## src/rtl/add_n.sv

```systemverilog
// rtl/add_n.sv - registered N-bit ripple-carry adder with carry-out, zero and signed-overflow flags
// Build option ADD_OVF_EN: when defined ovf is the registered overflow flag, otherwise ovf is tied to 0.
module add_n #(
  parameter int N = 8
) (
  input  logic         clock,
  input  logic         reset,
  input  logic         in_valid,
  input  logic [N-1:0] x,
  input  logic [N-1:0] y,
  input  logic         c_in,
  output logic [N-1:0] s,
  output logic         c_out,
  output logic         zero,
  output logic         ovf,
  output logic         out_valid
);

  logic [N:0]   carry;
  logic [N-1:0] sum;

  assign carry[0] = c_in;

  for (genvar i = 0; i < N; i++) begin : g_fa
    assign sum[i]     = x[i] ^ y[i] ^ carry[i];
    assign carry[i+1] = (x[i] & y[i]) | (x[i] & carry[i]) | (y[i] & carry[i]);
  end

  logic [N-1:0] s_d, s_q;
  logic         c_out_d, c_out_q;
  logic         zero_d, zero_q;
  logic         out_valid_d, out_valid_q;

  // Result registers hold their value whenever no new operands arrive.
  always_comb begin
    s_d         = s_q;
    c_out_d     = c_out_q;
    zero_d      = zero_q;
    out_valid_d = 1'b0;
    if (in_valid) begin
      s_d         = sum;
      c_out_d     = carry[N];
      zero_d      = (sum == '0);
      out_valid_d = 1'b1;
    end
  end

  always_ff @(posedge clock) begin
    if (reset) begin
      s_q         <= '0;
      c_out_q     <= 1'b0;
      zero_q      <= 1'b0;
      out_valid_q <= 1'b0;
    end else begin
      s_q         <= s_d;
      c_out_q     <= c_out_d;
      zero_q      <= zero_d;
      out_valid_q <= out_valid_d;
    end
  end

  assign s         = s_q;
  assign c_out     = c_out_q;
  assign zero      = zero_q;
  assign out_valid = out_valid_q;

`ifdef ADD_OVF_EN
  logic ovf_d, ovf_q;

  // Carry into and out of the sign bit differ exactly when the signed sum overflows.
  always_comb begin
    ovf_d = ovf_q;
    if (in_valid) begin
      ovf_d = carry[N] ^ carry[N-1];
    end
  end

  always_ff @(posedge clock) begin
    if (reset) begin
      ovf_q <= 1'b0;
    end else begin
      ovf_q <= ovf_d;
    end
  end

  assign ovf = ovf_q;
`else
  assign ovf = 1'b0;
`endif

endmodule

```

## config.mk

```make
export PLATFORM = sky130hd
export DESIGN_NAME = add_n
export DESIGN_NICKNAME = d
export VERILOG_FILES = /design/src/rtl/add_n.sv
export SDC_FILE = /design/constraint.sdc
export NUM_CORES = 1
export LEC_CHECK = 0
export CAP_MARGIN = 20
export CELL_PAD_IN_SITES_DETAIL_PLACEMENT = 0
export CELL_PAD_IN_SITES_GLOBAL_PLACEMENT = 1
export CORE_MARGIN = 5
export CORE_UTILIZATION = 42
export DETAILED_ROUTE_END_ITERATION = 16
export DONT_BUFFER_PORTS = 1
export PLACE_DENSITY = 0.82
export SLEW_MARGIN = 5
export SYNTH_ARGS = -nofsm -noshare
export SYNTH_HDL_FRONTEND = slang
export SYNTH_SLANG_ARGS = --single-unit
```

## constraint.sdc

```tcl
create_clock -name clock -period 4.77 [get_ports clock]
set_clock_uncertainty 0.2 [all_clocks]
set_input_delay 0.477 -clock clock [delete_from_list [all_inputs] [get_ports clock]]
set_output_delay 0.477 -clock clock [all_outputs]
set_load 0.01 [all_outputs]
```

# == Yosys cells after proc, flatten, opt, wreduce, memory -nomap -nowiden ==
# Index checks and enable logic that the tools add are counted.
# word_totals
ff_bits,11
out_inout_bits,12
elab_cells,62
# op_classes
mux,1
n_bitwise,56
n_reduce_logical,1
# ops
op,count
$and A1 B1 Y1,24
$or A1 B1 Y1,16
$xor A1 B1 Y1,16
$logic_not A8 Y1,1
$mux W1,1

# == Longest topological paths before layout ==
# Gate-level depths: netlist of run 1.
# depth
word_depth,24
depth_mapped,11
mapped_depth_nobuf,11

# == Worst setup path after synthesis of run 1 ==
# OpenSTA, ideal clock, no wires.
# synth_timing
path_kind,in2reg
start,input y[0]
end,register zero_q (netlist: zero)
arrival_ps,3948
slack_ps,507
cell_stages,11
path_buffers,0
path_cell_list,fa_1 -> fa_1 -> fa_1 -> fa_1 -> fa_1 -> fa_1 -> fa_1 -> inv_1 -> fa_1 -> nor4b_1 -> a31o_1
# synth_via
elab_chain_cells,23
elab_cells_between_ends,38
classes_between,37 x bitwise; 1 x reduce/logical
# synth_lines
element,line_no,rtl
start: declaration,10,"input logic [N-1:0] y,"
$and A1 B1 Y1,26,assign carry[i+1] = (x[i] & y[i]) | (x[i] & carry[i]) | (y[i] & carry[i]);
$or A1 B1 Y1 (2 in series),26,
$and A1 B1 Y1,26,
$or A1 B1 Y1 (2 in series),26,
$and A1 B1 Y1,26,
$or A1 B1 Y1 (2 in series),26,
$and A1 B1 Y1,26,
$or A1 B1 Y1 (2 in series),26,
$and A1 B1 Y1,26,
$or A1 B1 Y1 (2 in series),26,
$and A1 B1 Y1,26,
$or A1 B1 Y1 (2 in series),26,
$and A1 B1 Y1,26,
$or A1 B1 Y1 (2 in series),26,
$xor A1 B1 Y1,25,assign sum[i] = x[i] ^ y[i] ^ carry[i];
$logic_not A8 Y1 (*),43,zero_d = (sum == '0);
end signal: assignment,57,zero_q <= zero_d;
end: declaration,31,"logic zero_d, zero_q;"
# Mark *: on every way between the ends. The rest lies on a longest branch, timed or not.
# A chain may end at the register's enable or synchronous reset.

# == Final worst setup path of run 1 ==
# Same ends and word-level chain as after synthesis.

==> results.py, run 1 <==
metrics = {
    "outcome": {
        "status": "completed",
    },
    "clocking": {
        "cts-root-to-sink-buffers": 2,
        "clock-sinks": 11,
        "cts_root_buf": "sky130_fd_sc_hd__clkbuf_4",
        "post_cts.repair.setup_buffers": 0,
        "cts_tree": "done",
        "post_cts_resize_count": 0,
        "clk_transition_reported_paths_ns": 0.07,
        "clock_insertion_delay_worst_skew_ns": 0.26,
        "ctsHoldBuffers": 0,
        "cts_inserted_buffers": 3,
        "ctsHtreeMaxLevel": 1,
    },
    "worst_setup_path": {
        "endpoint_kind": "register",
        "worst_path_dominant_cell_family": "adder cells",
        "timing.critical_path.fanout_max": 2,
        "critical-path-max-stage-delay_ns": 0.43,
        "cell_by_cell_listing_of_the_critical_path": "fa_1, fa_1, fa_1, fa_1, fa_1, fa_1, fa_1, inv_1, fa_1, nor4b_1, a31o_1",
        "worst-endpoint-required_ns": 4.73,
        "cpMostUsedCell": "sky130_fd_sc_hd__fa_1",
        "cp_slowest_cell": "sky130_fd_sc_hd__fa_1",
        "worstSetupPathType": "in -> reg",
        "critical_path.n_buffers_inverters": 1,
        "arrival_ns": 4.07,
        "crit_path_start_kind": "primary input",
    },
    "placed_design": {
        "port-buffer-count": 0,
        "hpwl_um": 822,
        "dpl_cell_area_um2": 583,
        "last_weighted_congestion_value_of_the_routability_driven_placer": 0.632,
        "place_inst": 61,
        "place_ws_ns": 0.372,
    },
    "global_routing": {
        "grt_start_max_net_pins": 14,
        "grt_antenna_before_repair": 0,
        "grt_use_total_pct": 10.5,
        "use_met2_pct": 15.5,
        "global_route.usage.met1_pct": 11.9,
        "via_count_of_the_first_global_routing_pass": 311,
        "top_usage_layer": "met2",
        "grt_first_pass_wirelength_mm": 1.55,
        "grt_util_met3_pct": 7.52,
        "gr-total-overflow": 0,
    },
    "cells_and_area": {
        "final_nets": 79,
        "finalCoreUtilization_pct": 46.2,
        "drive_gt1_share_pct": 12.0,
        "mostFrequentLayoutCell": "sky130_fd_sc_hd__dfxtp_1",
        "num_antenna_cells": 0,
        "area_growth_pct": 3.18,
        "final_cell_mix": "11 x sky130_fd_sc_hd__dfxtp_1, 9 x sky130_fd_sc_hd__nor2_1, 8 x sky130_fd_sc_hd__fa_1",
        "fin_cells": 65,
        "final_design_area_no_fill_um2": 609,
        "fillerInstances": 132,
    },
    "logic_synthesis": {
        "synth.area.top_cells": "sky130_fd_sc_hd__dfxtp_1 37%, sky130_fd_sc_hd__fa_1 27%, sky130_fd_sc_hd__mux2i_1 12%",
        "yosys.area.top_type_share_pct": 37.3,
        "post_synth_fa_ha_maj_area_fraction_pct": 27.1,
        "synth.largest_area_cell": "sky130_fd_sc_hd__dfxtp_1",
        "synth_top_family_by_area": "adder cells",
        "synth-xor-area-share_pct": 0,
        "ys.warnings.count": 0,
        "synth_simple_gate_area_share_pct": 11.0,
        "synth_seq_area_share_pct": 37.3,
        "mean_instance_size_in_the_synthesized_netlist_um2": 12.1,
        "synthesis.area_um2": 591,
        "synth_cell_types": 14,
        "register_bit_total_from_synthesis": 11,
        "syn_inst": 49,
        "synth_mux_area_share_pct": 11.9,
        "synthesis.nets": 77,
        "synth_compound_gate_area_share_pct": 5.72,
    },
    "routing": {
        "wl_per_cell_um": 16.0,
        "drt_first_iter_violations": 5,
        "detail_route.wirelength_mm": 1.04,
        "vias_per_cell": 5.18,
        "first_pass_iters": 2,
        "remaining_drc_errors": 0,
        "num_vias": 337,
        "drt.antenna.violating_nets": 0,
    },
    "die": {
        "die-area_mm2": 0.00226,
        "die_height_um": 47.5,
        "die-width_um": 47.5,
        "top_level_ports": 32,
        "placementRows": 13,
        "fp.coreArea_mm2": 0.00132,
        "initial_util_pct": 44.8,
    },
    "sta": {
        "final_max_slew_viol_count": 0,
        "worst_slack_ns": 0.667,
        "grt_setup_unrepaired": "no",
        "holdWs_ns": 0.0716,
        "min_period_over_period_pct": 86.0,
        "layout_min_cycle_time_ns": 4.10,
        "max_clock_freq_mhz": 244,
        "finalHoldViolCount": 0,
        "setup_violations": 0,
        "final.setup.tns_ns": 0,
    },
    "flow_run": {
        "max_cap_violations": 0,
    },
    "min_path": {
        "hold_path.class": "in -> reg",
    },
    "pwr": {
        "vdd_ir_drop_max_uv": 227,
        "p_leak_nw": 0.253,
        "powerDensity_mw_per_mm2": 340,
        "design_power_total_mw": 0.207,
    },
}
-- path summary, 6_finish.rpt --
| check | from | to | slack, ns | depth (start not counted) |
|---|---|---|---|---|
| min | reset | s[0] | 0.07 | 1 |
| min reg2reg | s[7] | s[7] | 0.35 | 2 |
| max | y[0] | zero | 0.67 | 11 |
| max reg2reg | zero | zero | 3.81 | 2 |
-- state kept, by name, indices dropped and copies added (netlist names) --
register and flops:
c_out 1, out_valid 1, s 8, zero 1
-- worst register-to-register path, delay by kind of cell, from the launching register on --
kind	cells	cell delay, ns
AO/OA/AOI/OAI	1	0.17
flip-flops	1	0.34
AND/OR/NAND/NOR	1	0.14
-- power by group --
part	leakage, nW	internal, mW	switching (mW)	total, mW
clock network	0.0150	0.0323	0.0298	0.0621
logic	0.147	0.0193	0.0164	0.0357
registers	0.0908	0.100	0.00898	0.109
total	0.253	0.152	0.0552	0.207
-- cells in the mapped netlist --
library cell / n
sky130_fd_sc_hd__nor2_1: 9
sky130_fd_sc_hd__nor2b_2: 1
sky130_fd_sc_hd__dfxtp_1: 11
sky130_fd_sc_hd__conb_1: 1
sky130_fd_sc_hd__nor3b_1: 1
sky130_fd_sc_hd__mux2i_1: 7
sky130_fd_sc_hd__a31o_1: 1
sky130_fd_sc_hd__buf_4: 2
sky130_fd_sc_hd__buf_6: 1
sky130_fd_sc_hd__nor4_1: 1
sky130_fd_sc_hd__fa_1: 8
sky130_fd_sc_hd__nor4b_1: 1
sky130_fd_sc_hd__a211oi_2: 2
sky130_fd_sc_hd__inv_1: 3
-- kinds of logic after synthesis --
| logic type | after synthesis |
|---|---|
| AOI/OAI and AO/OA | 3 |
| adders and majority gates | 8 |
| buffers and inverters | 6 |
| DFF | 11 |
| muxes | 7 |
| other | 1 |
| and+or+nand+nor | 13 |
-- final cells by class --
class / instances / area (um^2) / share of cell area, %
inverters: 3 / 11.3 / 1.85
well taps: 15 / 18.8 / 3.08
clock buffers: 4 / 26.3 / 4.31
flip-flops and latches: 11 / 220 / 36.1
multi-input cells: 32 / 333 / 54.6
-- metal layers --
layer	share of wire (%)	wire length [um]	vias up
met5	0	0	-
met4	0	0	0
met3	14	144	0
met2	51	533	19
met1	35	366	159
li1	-	-	159
No activity file was read; power rests on OpenSTA's default activity.
==> inputs of run 2 (changes only) <==
==> config.mk (replaced) <==
export PLATFORM = sky130hd
export DESIGN_NAME = add_n
export DESIGN_NICKNAME = d
export VERILOG_FILES = /design/src/rtl/add_n.sv
export SDC_FILE = /design/constraint.sdc
export NUM_CORES = 1
export LEC_CHECK = 0
export CAP_MARGIN = 20
export CORE_AREA = 5 5 42 44
export DETAILED_ROUTE_END_ITERATION = 16
export DIE_AREA = 0 0 47 49
export DONT_BUFFER_PORTS = 1
export PLACE_DENSITY = 0.69
export SLEW_MARGIN = 5
export SYNTH_ARGS = -nofsm -noshare
export SYNTH_HDL_FRONTEND = slang
export SYNTH_SLANG_ARGS = --single-unit
==> run 2 against run 1 <==
- die area grew 2.1%
- global-route usage grew 0.23 points
- total power grew 0.58%
- non-clock buffer count is the same
- sequential share of layout area shrank 0.074 points
- critical path depth is the same
- register-to-register slack is essentially flat
- sequential power is essentially flat
- wire length grew 1.4%
- hold slack gained 0.0040 ns
- sequential cell count is the same
==> results.py, run 2 (same netlist as run 1, synthesis figures left out) <==
metrics = {
    "outcome": {
        "status": "completed",
    },
    "worst_setup_path": {
        "worst-r2r-cell-count": 2,
        "cell_by_cell_listing_of_the_critical_path": "fa_1, fa_1, fa_1, fa_1, fa_1, fa_1, fa_1, inv_1, fa_1, nor4b_1, a31o_1",
        "critical-path-max-stage-delay_ns": 0.44,
        "critical_path.n_buffers_inverters": 1,
        "worst-path-stages": 11,
        "worst_path_dominant_cell_family": "adder cells",
        "r2r_end": "zero",
        "cpMostUsedCell": "sky130_fd_sc_hd__fa_1",
        "timing.critical_path.fanout_max": 2,
        "worstSetupPathType": "in -> reg",
        "cp_slowest_cell": "sky130_fd_sc_hd__fa_1",
        "endpoint_kind": "register",
        "cp-startpoint": "y[0]",
        "worstReg2RegStart": "zero",
        "regToRegSetupSlack_ns": 3.81,
        "crit_path_start_kind": "primary input",
        "worst-endpoint-required_ns": 4.73,
        "arrival_ns": 4.10,
    },
    "clocking": {
        "ctsHoldBuffers": 0,
        "cts_inserted_buffers": 3,
        "cts_root_buf": "sky130_fd_sc_hd__clkbuf_4",
        "clock_insertion_delay_worst_skew_ns": 0.26,
        "clk_transition_reported_paths_ns": 0.07,
        "ctsHtreeMaxLevel": 1,
        "post_cts_resize_count": 0,
        "post_cts.repair.setup_buffers": 0,
        "clock-sinks": 11,
        "cts-root-to-sink-buffers": 2,
        "cts_tree": "done",
    },
    "cells_and_area": {
        "largest_reg_flops": 8,
        "fillerInstances": 144,
        "final_design_area_no_fill_um2": 611,
        "ff_latch_area_um2": 220,
        "finalCoreUtilization_pct": 43.6,
        "mostFrequentLayoutCell": "sky130_fd_sc_hd__dfxtp_1",
        "area_growth_pct": 3.39,
        "final_nets": 79,
        "multi_input_logic_area_um2": 333,
        "num_antenna_cells": 0,
        "final_cell_mix": "11 x sky130_fd_sc_hd__dfxtp_1, 9 x sky130_fd_sc_hd__nor2_1, 8 x sky130_fd_sc_hd__fa_1",
        "drive_gt1_share_pct": 12.0,
    },
    "global_routing": {
        "grt_first_pass_wirelength_mm": 1.73,
        "grt_start_max_net_pins": 14,
        "grt_use_total_pct": 10.7,
        "gr-total-overflow": 0,
        "via_count_of_the_first_global_routing_pass": 348,
        "grt_antenna_before_repair": 0,
    },
    "routing": {
        "wl_per_cell_um": 16.0,
        "remaining_drc_errors": 0,
        "drt_first_iter_violations": 1,
        "drt.antenna.violating_nets": 0,
        "detail_route.wirelength_mm": 1.06,
        "num_vias": 330,
        "first_pass_iters": 4,
        "vias_per_cell": 5.00,
    },
    "pwr": {
        "vdd_ir_drop_max_uv": 147,
        "powerDensity_mw_per_mm2": 341,
        "p_leak_nw": 0.253,
    },
    "min_path": {
        "holdPathStages": 1,
        "worst_hold_startpoint": "reset",
        "min_delay_worst_endpoint": "s[6]",
        "hold_path.class": "in -> reg",
    },
    "sta": {
        "layout_min_cycle_time_ns": 4.14,
        "max_clock_freq_mhz": 241,
        "min_period_over_period_pct": 86.8,
        "finalHoldViolCount": 0,
        "grt_setup_unrepaired": "no",
        "final.setup.tns_ns": 0,
        "setup_violations": 0,
        "final_max_slew_viol_count": 0,
    },
    "die": {
        "die-area_mm2": 0.00230,
        "die_height_um": 49,
        "initial_util_pct": 42.1,
        "placementRows": 14,
        "die-width_um": 47,
        "fp.coreArea_mm2": 0.00140,
        "top_level_ports": 32,
    },
    "placed_design": {
        "port-buffer-count": 0,
        "dpl_cell_area_um2": 584,
        "last_weighted_congestion_value_of_the_routability_driven_placer": 0.676,
    },
    "flow_run": {
        "max_cap_violations": 0,
    },
}
==> run 2: metrics by stage <==
step	setup WS, ns	hold WS, ns	std cells	power (mW)
floorplan	0.507	0.322	49	0.144
finish	0.629	0.0756	66	0.208
global placement	0.364	0.335	62	0.147
global route	0.535	0.0571	66	0.224
CTS	0.607	0.0616	66	0.213
detailed placement	0.316	0.333	62	0.149
==> run 2: layout make-up <==
cell class | count | area share [%]
multi-input combinational | 32 | 54.5
inverter | 3 | 1.84
sequential | 11 | 36.1
clock buffer | 4 | 4.30
tap | 16 | 3.28
==> run 2: worst max path at each step <==
stage            to  slack, ns
2_1_floorplan  zero       0.51
3_3_place_gp   zero       0.36
3_5_place_dp   zero       0.32
4_1_cts        zero       0.61
5_1_grt        zero       0.53
6_report       zero       0.63
==> run 2: per-layer routing <==
| layer | global-route usage, % | wire length [um] |
|---|---|---|
| met1 | 14.0 | 385 |
| met2 | 14.7 | 537 |
| met3 | 5.54 | 135 |
| met4 | 4.15 | 0 |
| met5 | 0 | 0 |
==> run 2: report_power, final <==
part           leakage [nW]  internal [mW]  switching, mW  total (mW)
combinational         0.147         0.0193         0.0164      0.0357
clock                0.0150         0.0323         0.0309      0.0632
sequential           0.0908          0.100        0.00919       0.109
